<file path="src/rtl/rs_issue_reader.sv">
// Reservation-station issue reader: pulls one entry from the RS FIFO head,
// waits on the CDB for missing operands, then hands it to the functional unit.
module rs_issue_reader #(
  parameter int DATA_W = 32,
  parameter int TAG_W  = 6,
  parameter int OP_W   = 16
) (
  input  logic              clk,
  input  logic              rst,
  input  logic              fifo_empty,
  input  logic [OP_W-1:0]   fifo_op,
  input  logic              fifo_src1_rdy,
  input  logic              fifo_src2_rdy,
  input  logic [TAG_W-1:0]  fifo_src1_tag,
  input  logic [TAG_W-1:0]  fifo_src2_tag,
  input  logic [DATA_W-1:0] fifo_src1_val,
  input  logic [DATA_W-1:0] fifo_src2_val,
  input  logic [TAG_W-1:0]  fifo_rd_tag,
  output logic              fifo_deq,
  input  logic              cdb_valid,
  input  logic [TAG_W-1:0]  cdb_tag,
  input  logic [DATA_W-1:0] cdb_data,
  input  logic              flush,
  output logic              issue_valid,
  input  logic              issue_ready,
  output logic [OP_W-1:0]   issue_op,
  output logic [DATA_W-1:0] issue_src1,
  output logic [DATA_W-1:0] issue_src2,
  output logic [TAG_W-1:0]  issue_rd_tag,
  output logic              occupied
);

  typedef enum logic [1:0] {
    S_EMPTY,
    S_WAIT,
    S_ISSUE
  } state_e;

  state_e              state_q, state_d;
  logic [OP_W-1:0]     op_q, op_d;
  logic                rdy1_q, rdy1_d;
  logic                rdy2_q, rdy2_d;
  logic [TAG_W-1:0]    tag1_q, tag1_d;
  logic [TAG_W-1:0]    tag2_q, tag2_d;
  logic [DATA_W-1:0]   val1_q, val1_d;
  logic [DATA_W-1:0]   val2_q, val2_d;
  logic [TAG_W-1:0]    rd_q, rd_d;

  logic load;
  logic hit1_in, hit2_in;
  logic hit1_h, hit2_h;

  // Load decision plus CDB snoop on both the incoming head and the held entry
  always_comb begin
    load = rst && !flush && !fifo_empty &&
           ((state_q == S_EMPTY) ||
            ((state_q == S_ISSUE) && issue_ready));

    hit1_in = cdb_valid && !fifo_src1_rdy &&
              (cdb_tag == fifo_src1_tag);
    hit2_in = cdb_valid && !fifo_src2_rdy &&
              (cdb_tag == fifo_src2_tag);
    hit1_h  = cdb_valid && !rdy1_q &&
              (cdb_tag == tag1_q);
    hit2_h  = cdb_valid && !rdy2_q &&
              (cdb_tag == tag2_q);
  end

  // Next-state and holding-register update
  always_comb begin
    state_d = state_q;
    op_d    = op_q;
    rdy1_d  = rdy1_q;
    rdy2_d  = rdy2_q;
    tag1_d  = tag1_q;
    tag2_d  = tag2_q;
    val1_d  = val1_q;
    val2_d  = val2_q;
    rd_d    = rd_q;

    if (flush) begin
      state_d = S_EMPTY;
    end else if (load) begin
      op_d   = fifo_op;
      tag1_d = fifo_src1_tag;
      tag2_d = fifo_src2_tag;
      rd_d   = fifo_rd_tag;
      rdy1_d = fifo_src1_rdy || hit1_in;
      rdy2_d = fifo_src2_rdy || hit2_in;
      val1_d = hit1_in ? cdb_data : fifo_src1_val;
      val2_d = hit2_in ? cdb_data : fifo_src2_val;
      state_d = (rdy1_d && rdy2_d) ? S_ISSUE : S_WAIT;
    end else begin
      unique case (state_q)
        S_WAIT: begin
          if (hit1_h) begin
            rdy1_d = 1'b1;
            val1_d = cdb_data;
          end
          if (hit2_h) begin
            rdy2_d = 1'b1;
            val2_d = cdb_data;
          end
          if (rdy1_d && rdy2_d)
            state_d = S_ISSUE;
        end
        S_ISSUE: begin
          if (issue_ready)
            state_d = S_EMPTY;
        end
        default: begin
          state_d = S_EMPTY;
        end
      endcase
    end
  end

  // State and holding registers, synchronous active-low reset
  always_ff @(posedge clk) begin
    if (!rst) begin
      state_q <= S_EMPTY;
      op_q    <= '0;
      rdy1_q  <= 1'b0;
      rdy2_q  <= 1'b0;
      tag1_q  <= '0;
      tag2_q  <= '0;
      val1_q  <= '0;
      val2_q  <= '0;
      rd_q    <= '0;
    end else begin
      state_q <= state_d;
      op_q    <= op_d;
      rdy1_q  <= rdy1_d;
      rdy2_q  <= rdy2_d;
      tag1_q  <= tag1_d;
      tag2_q  <= tag2_d;
      val1_q  <= val1_d;
      val2_q  <= val2_d;
      rd_q    <= rd_d;
    end
  end

  // Handshake outputs are suppressed in a reset or flush cycle
  always_comb begin
    fifo_deq     = load;
    issue_valid  = rst && !flush && (state_q == S_ISSUE);
    occupied     = rst && (state_q != S_EMPTY);
    issue_op     = op_q;
    issue_src1   = val1_q;
    issue_src2   = val2_q;
    issue_rd_tag = rd_q;
  end

endmodule

</file>
<file path="config.mk">
export PLATFORM = sky130hd
export DESIGN_NAME = rs_issue_reader
export DESIGN_NICKNAME = d
export VERILOG_FILES = /design/src/rtl/rs_issue_reader.sv
export SDC_FILE = /design/constraint.sdc
export NUM_CORES = 1
export LEC_CHECK = 0
export CELL_PAD_IN_SITES_DETAIL_PLACEMENT = 0
export CELL_PAD_IN_SITES_GLOBAL_PLACEMENT = 1
export CORE_ASPECT_RATIO = 0.7
export CORE_MARGIN = 2
export CORE_UTILIZATION = 32
export DETAILED_ROUTE_END_ITERATION = 8
export HOLD_SLACK_MARGIN = 0.15
export PLACE_DENSITY_LB_ADDON = 0.1
export SYNTH_ARGS = -nofsm -noshare
export SYNTH_HDL_FRONTEND = slang
export SYNTH_SLANG_ARGS = --single-unit
export TNS_END_PERCENT = 1
</file>
<file path="constraint.sdc">
create_clock -name clk -period 3.3 [get_ports clk]
set_clock_uncertainty 0.15 [all_clocks]
set_input_delay 0.66 -clock clk [delete_from_list [all_inputs] [get_ports clk]]
set_output_delay 0.66 -clock clk [all_outputs]
set_load 0.05 [all_outputs]
</file>
==> metrics.txt <==
Area Overhead vs Synth=53.8%; number of global-route vias before repair=5744; Final ANT Viol Nets=0; worst slack, placed=between 0.1 and 0.15 ns; initial antenna violation count=0; vias per cell=5.37; synthesized area per cell=8.22 sq um; power per cell area=396 nW/um^2; Hold WC Path Type=flip-flop to flip-flop; setup ws final=approximately 0.34 ns; clk root buf=clkbuf_16; critical path's largest stage delay=0.53 ns; Post-synth EDFFs=0; Startpoint Class=input pin; CP max stage cell=or4_4; fraction of registers with async set/reset=0; Die ar.=17800 sq um; most common cell in the netlist=dfxtp_1; fillers=around 1600; CTS Buf Count=9; WP data arrival=2.15 ns; unrepaired setup endpoints after global routing=false; Max Slew Vio Count=0; CP Capture Type=primary output; Synth area leader=dfxtp_1; top post-synthesis cells by area=dfxtp_1 38%, a211oi_1 9.0%, a41o_1 8.8%, o21ai_0 6.1%, a21boi_0 5.8%; number of distinct library cells after synthesis=34; CTS tree=yes; antenna cells=0; top cells by count, synth=102 x dfxtp_1, 70 x nand2_1, 66 x inv_1, 65 x o21ai_0, 64 x a211oi_1; Post-Syn Instances=651; drt drc=0; clk buf depth=2; Clock transition at path regs=roughly 0.070 ns; final hold viol count=0; setup TNS=0 ns; Top-Level Pins=between 200 and 250; Clk Latency, worst-skew pair=0.34 ns; All-Layer GR Usage=0.229; routed via count=between 5000 and 6000; top cell type's share of synthesized area=0.382; core box area=around 16000 sq um; largest net degree at the start of global routing=101; total iterations of the first detailed-routing run=6; number of post-CTS setup repair buffers=0; synthesis-stage register bit count=about 100; first-pass GRT wire length=31.9 mm; worst vdd ir=0.000193 V; total power=3.26 mW; Crit Path Category=input pin to primary output; Primary FF master, synth=dfxtp_1; GP Congestion=0.842; Buf+Inv Stages, Crit Path=3; setup violators final=0; crit-path max FO=8; fmax=approximately 340 MHz; Post-Syn Area=approximately 5400 sq um; syn_nets=795; CP top delay family=buffers and inverters; max cap viols=0; I/O Buffers=between 200 and 250; Lkg Pwr=2.85 nW; CTS Hold Buffers Added=0; fin cells=1081; share of post-route cells with drive strength above 1=0.0584; dpl hpwl=13.5 mm; global route overflow=0; FP Rows=39; post-CTS sizing=0; Worst-Margin Slew=1.09 ns; post-DR wirelength/cell=19.0 um; post-synthesis sequential area ratio=0.382; layout net count=995; final wirelength=20.5 mm; CP Cell Sequence=clkdlybuf4s50_1 > nand2b_1 > or4_4 > inv_2 > buf_12; minimum clock period=2.96 ns; max_slew headroom=0.270; die height=112 um; placed cell count=1065; Final period util=0.897; WP data required=2.49 ns; Yosys warning count=0; Initial Utilization=0.327; status=completed; Hold Slack=between 0.3 and 0.4 ns; CTS Sinks=102; DR iter-0 viols=between 300 and 400; H-tree depth=3; Die X-Extent=159 um
==> worst min-delay path, cell delays in order (launching register included) <==
cell and delay [ns]:
dfxtp_1 0.31, inv_1 0.05, a211oi_1 0.05
==> where the power goes <==
group	switching [mW]	internal, mW	total [mW]
Clock	0.512	0.593	1.10
Sequential	0.0374	1.29	1.33
Combinational	0.477	0.351	0.828
==> per-stage QoR <==
| stage | util | cell area [sq um] |
|---|---|---|
| after floorplan | - | 5350 |
| after global placement | 0.485 | 7930 |
| after detailed placement | 0.485 | 7930 |
| after CTS | 0.503 | 8230 |
| after global routing | 0.503 | 8230 |
| final | 0.503 | 8230 |
==> state kept, by name, summed over array words and instances (netlist names) <==
| signal | count |
|---|---|
| state_q | 2 |
| rdy2_q | 1 |
| rdy1_q | 1 |
| issue_rd_tag | 6 |
| issue_src1 | 32 |
| tag1_q | 6 |
| issue_src2 | 32 |
| tag2_q | 6 |
| issue_op | 16 |
==> layer usage <==
| layer | GRT usage | up-vias | share of wire | wire [um] |
|---|---|---|---|---|
| met5 | 0 | - | 0 | 0 |
| met4 | 0.0511 | 0 | 0.011 | 230 |
| met3 | 0.0517 | 21 | 0.078 | 1600 |
| met2 | 0.358 | 266 | 0.44 | 9130 |
| met1 | 0.321 | 2756 | 0.47 | 9570 |
| li1 | - | 2764 | - | - |
==> area by class of cell <==
class                      instances  area [sq um]  share of cell area
clock buffer                       9           225              0.0274
inverter                          67           251              0.0306
clock inverter                     7          72.6             0.00882
multi-input combinational        421          2840               0.345
timing repair buffer             250          2520               0.306
tap                              225           282              0.0342
sequential                       102          2040               0.248
==> layout by cell type, fill, tap and decap left out, types with 2 or more instances in the layout <==
cell             count
clkdlybuf4s50_1    228
dfxtp_1            102
nand2_1             70
inv_1               66
o21ai_0             65
a211oi_1            64
a21oi_1             49
a41o_1              47
a21boi_0            41
xor2_1              22
a41oi_1             17
buf_4               15
a21boi_1            10
clkbuf_16            9
nand2b_1             6
buf_12               6
nand3_1              3
nor2b_1              2
nor3_1               2
nor4_1               2
and2_1               2
a21oi_4              2
nor4_4               2
nor2_4               2
xnor2_2              2
a311o_1              2
clkinv_2             2
inv_6                2
clkinvlp_4           2
==> kinds of logic (layout without fill, tap and decap cells) <==
group | Yosys count | count (layout) | share of synthesized area
AO/OA/AOI/OAI | 301 | 301 | 0.398
buffers and inverters | 128 | 333 | 0.0975
AND/OR/NAND/NOR | 96 | 96 | 0.0839
XOR/XNOR | 24 | 24 | 0.0393
flip-flops | 102 | 102 | 0.382
==> path summary, 6_finish.rpt <==
check	startpoint	cells past startpoint	end	slack [ns]
worst max-delay path	flush	5	fifo_deq	0.34
worst min-delay path	issue_src2[14]	2	issue_src2[14]	0.31
worst max register to register	state_q[1]	6	issue_src2[17]	0.96
worst min register to register	issue_src2[14]	2	issue_src2[14]	0.31
Note: power is estimated with default switching activity, not from simulation.
==> edit, RTL diff (same settings) <==
`DATA_W`: 32 -> 48.
--- a/src/rtl/rs_issue_reader.sv
+++ b/src/rtl/rs_issue_reader.sv
@@ -3,3 +3,3 @@
 module rs_issue_reader #(
-  parameter int DATA_W = 32,
+  parameter int DATA_W = 48,
   parameter int TAG_W  = 6,
Ports: changed (5 resized); port bits go from 233 to 313. The function was not compared with the original's and may differ.
==> edit against the unedited design <==
Final area increased by 21%; worst hold slack improved by 7.2 ps; total power increased by 48%; synthesized area increased by 11%; worst setup slack got worse by 36 ps; fmax decreased by 1.2%; count of clock-buffer cells in the layout increased by 14; sequential cell count increased by 32; non-clock buffer count increased by 77; routed wire length increased by 4.5%; die area increased by 10%; via count increased by 2.7%; largest power group is now clock.
==> edit: results (changes against the unedited design) <==
Placement
  – Routability congestion estimate from global placement: 0.794 (-5.7%)
  – I/O Buffers: 312 (+34%)
  – Dpl hpwl: 15100 um (+12%)
  – Placed Area: 9280 um^2 (+17%)

CTS
  – H-Tree Depth: 4 (+1)
  – Cts bufs inserted: 17 (+8)
  – Skew-Pair Late Insertion Delay: 420 ps (+80 ps)

Setup path
  – Register-to-register setup slack: 1040 ps (+80 ps)
  – Data arrival, critical path: 2190 ps (+40 ps)
  – Crit path max fanout: 6 (-2)
  – FF-to-FF path depth: 7 (+1)
  – CP Launch Point: flush

Detailed routing
  – Routed wire per std cell: 17.5 um (-8.0%)
  – Met2 WL post-DR: 9430 um (+3.3%)
  – Met3 WL post-DR: 1840 um (+15%)
  – DR pass1 iterations: 5 (-1)
  – M1 WL: 9870 um (+3.1%)
  – Vias/cell: 4.86 (-9.6%)

STA
  – Hold WS: 313 ps (+7.24 ps)
  – Least-Margin Pin Slew: 667 ps (-426 ps)

Logic synthesis
  – Top cells by count, synth: nand2_1, dfxtp_1, o21ai_0, a21oi_1, mux2i_1
  – Syn_nets: 888 (+12%)
  – Area contributors post-synth: dfxtp_1, nand2_1, mux2i_1
  – Post-synthesis sequential area ratio: 0.452 (+0.0707)

Run status
  – Status: finished clean

Global route
  – GR met1 Demand/Resource: 0.282 (-0.0390)
  – Initial antenna violation count: 0 (unchanged)
  – Met2 Use GR: 0.327 (-0.0309)
  – Vias in the first global route: 5763 (+0.33%)
  – GR Util All Layers: 0.213 (-0.0152)
  – First-pass GRT wire length: 33000 um (+3.5%)
  – M3 GR Usage: 0.0733 (+0.0216)

Power
  – Pleak: 3.92 nW (+37%)
  – Worst-case vdd ir drop: 0.311 mV (+61%)

Min path
  – Hold worst-path end: issue_rd_tag[0]

Final layout
  – Share of layout cells above drive strength 1: 0.0776 (+0.0192)
  – Area growth syn-to-layout: 67.3%
  – Nets: 1171 (+18%)
edit: cell count changes after synthesis, sizes merged, moves of 5 or more:
| cell | before | now |
|---|---|---|
| clkbuf | 37 | 42 |
| nand2 | 70 | 166 |
| xor2 | 22 | 2 |
| mux2i | 0 | 48 |
| a21boi | 51 | 34 |
| a31oi | 0 | 49 |
| xnor2 | 2 | 22 |
| o21ai | 65 | 98 |
| inv | 67 | 2 |
| dfxtp | 102 | 134 |
| a41o | 47 | 0 |
| a211oi | 64 | 0 |
| a41oi | 17 | 0 |
edit: final cells by class:
cell class	count	area, um^2	share of cell area
clock buffers	23	468	0.0472
clock inverters	9	173	0.0174
inverters	2	7.51	0.000757
multi-input cells	497	2970	0.299
flip-flops and latches	134	2680	0.270
well taps	236	295	0.0298
repair buffers	327	3330	0.335
edit: cells by family (layout without fill, tap and decap cells):
group / Yosys count / after routing / share of synthesized area
AOI/OAI and AO/OA: 240 / 240 / 0.250
and+or+nand+nor: 185 / 185 / 0.129
DFF: 134 / 134 / 0.452
buffers and inverters: 65 / 361 / 0.0517
muxes: 48 / 48 / 0.0810
xor gates and xnor gates: 24 / 24 / 0.0354
edit: report_power, final:
group	switching [mW]	internal [mW]	leakage, nW	total [mW]
Combinational	0.545	0.444	2.51	0.989
Sequential	0.0386	1.70	1.09	1.74
Clock	0.708	1.38	0.311	2.09
edit: critical path, stage by stage:
cell	delay, ps
clkdlybuf4s50_1	410
nand2b_2	200
or4_1	510
inv_2	230
buf_12	170
edit: metrics by stage:
step | setup slack, ps | instances | utilization
final | 303 | 1228 | 0.548
after global placement | 216 | 1196 | 0.513
after CTS | 293 | 1228 | 0.548
after global routing | 270 | 1228 | 0.548
after detailed placement | 174 | 1196 | 0.513
after floorplan | 494 | 696 | -
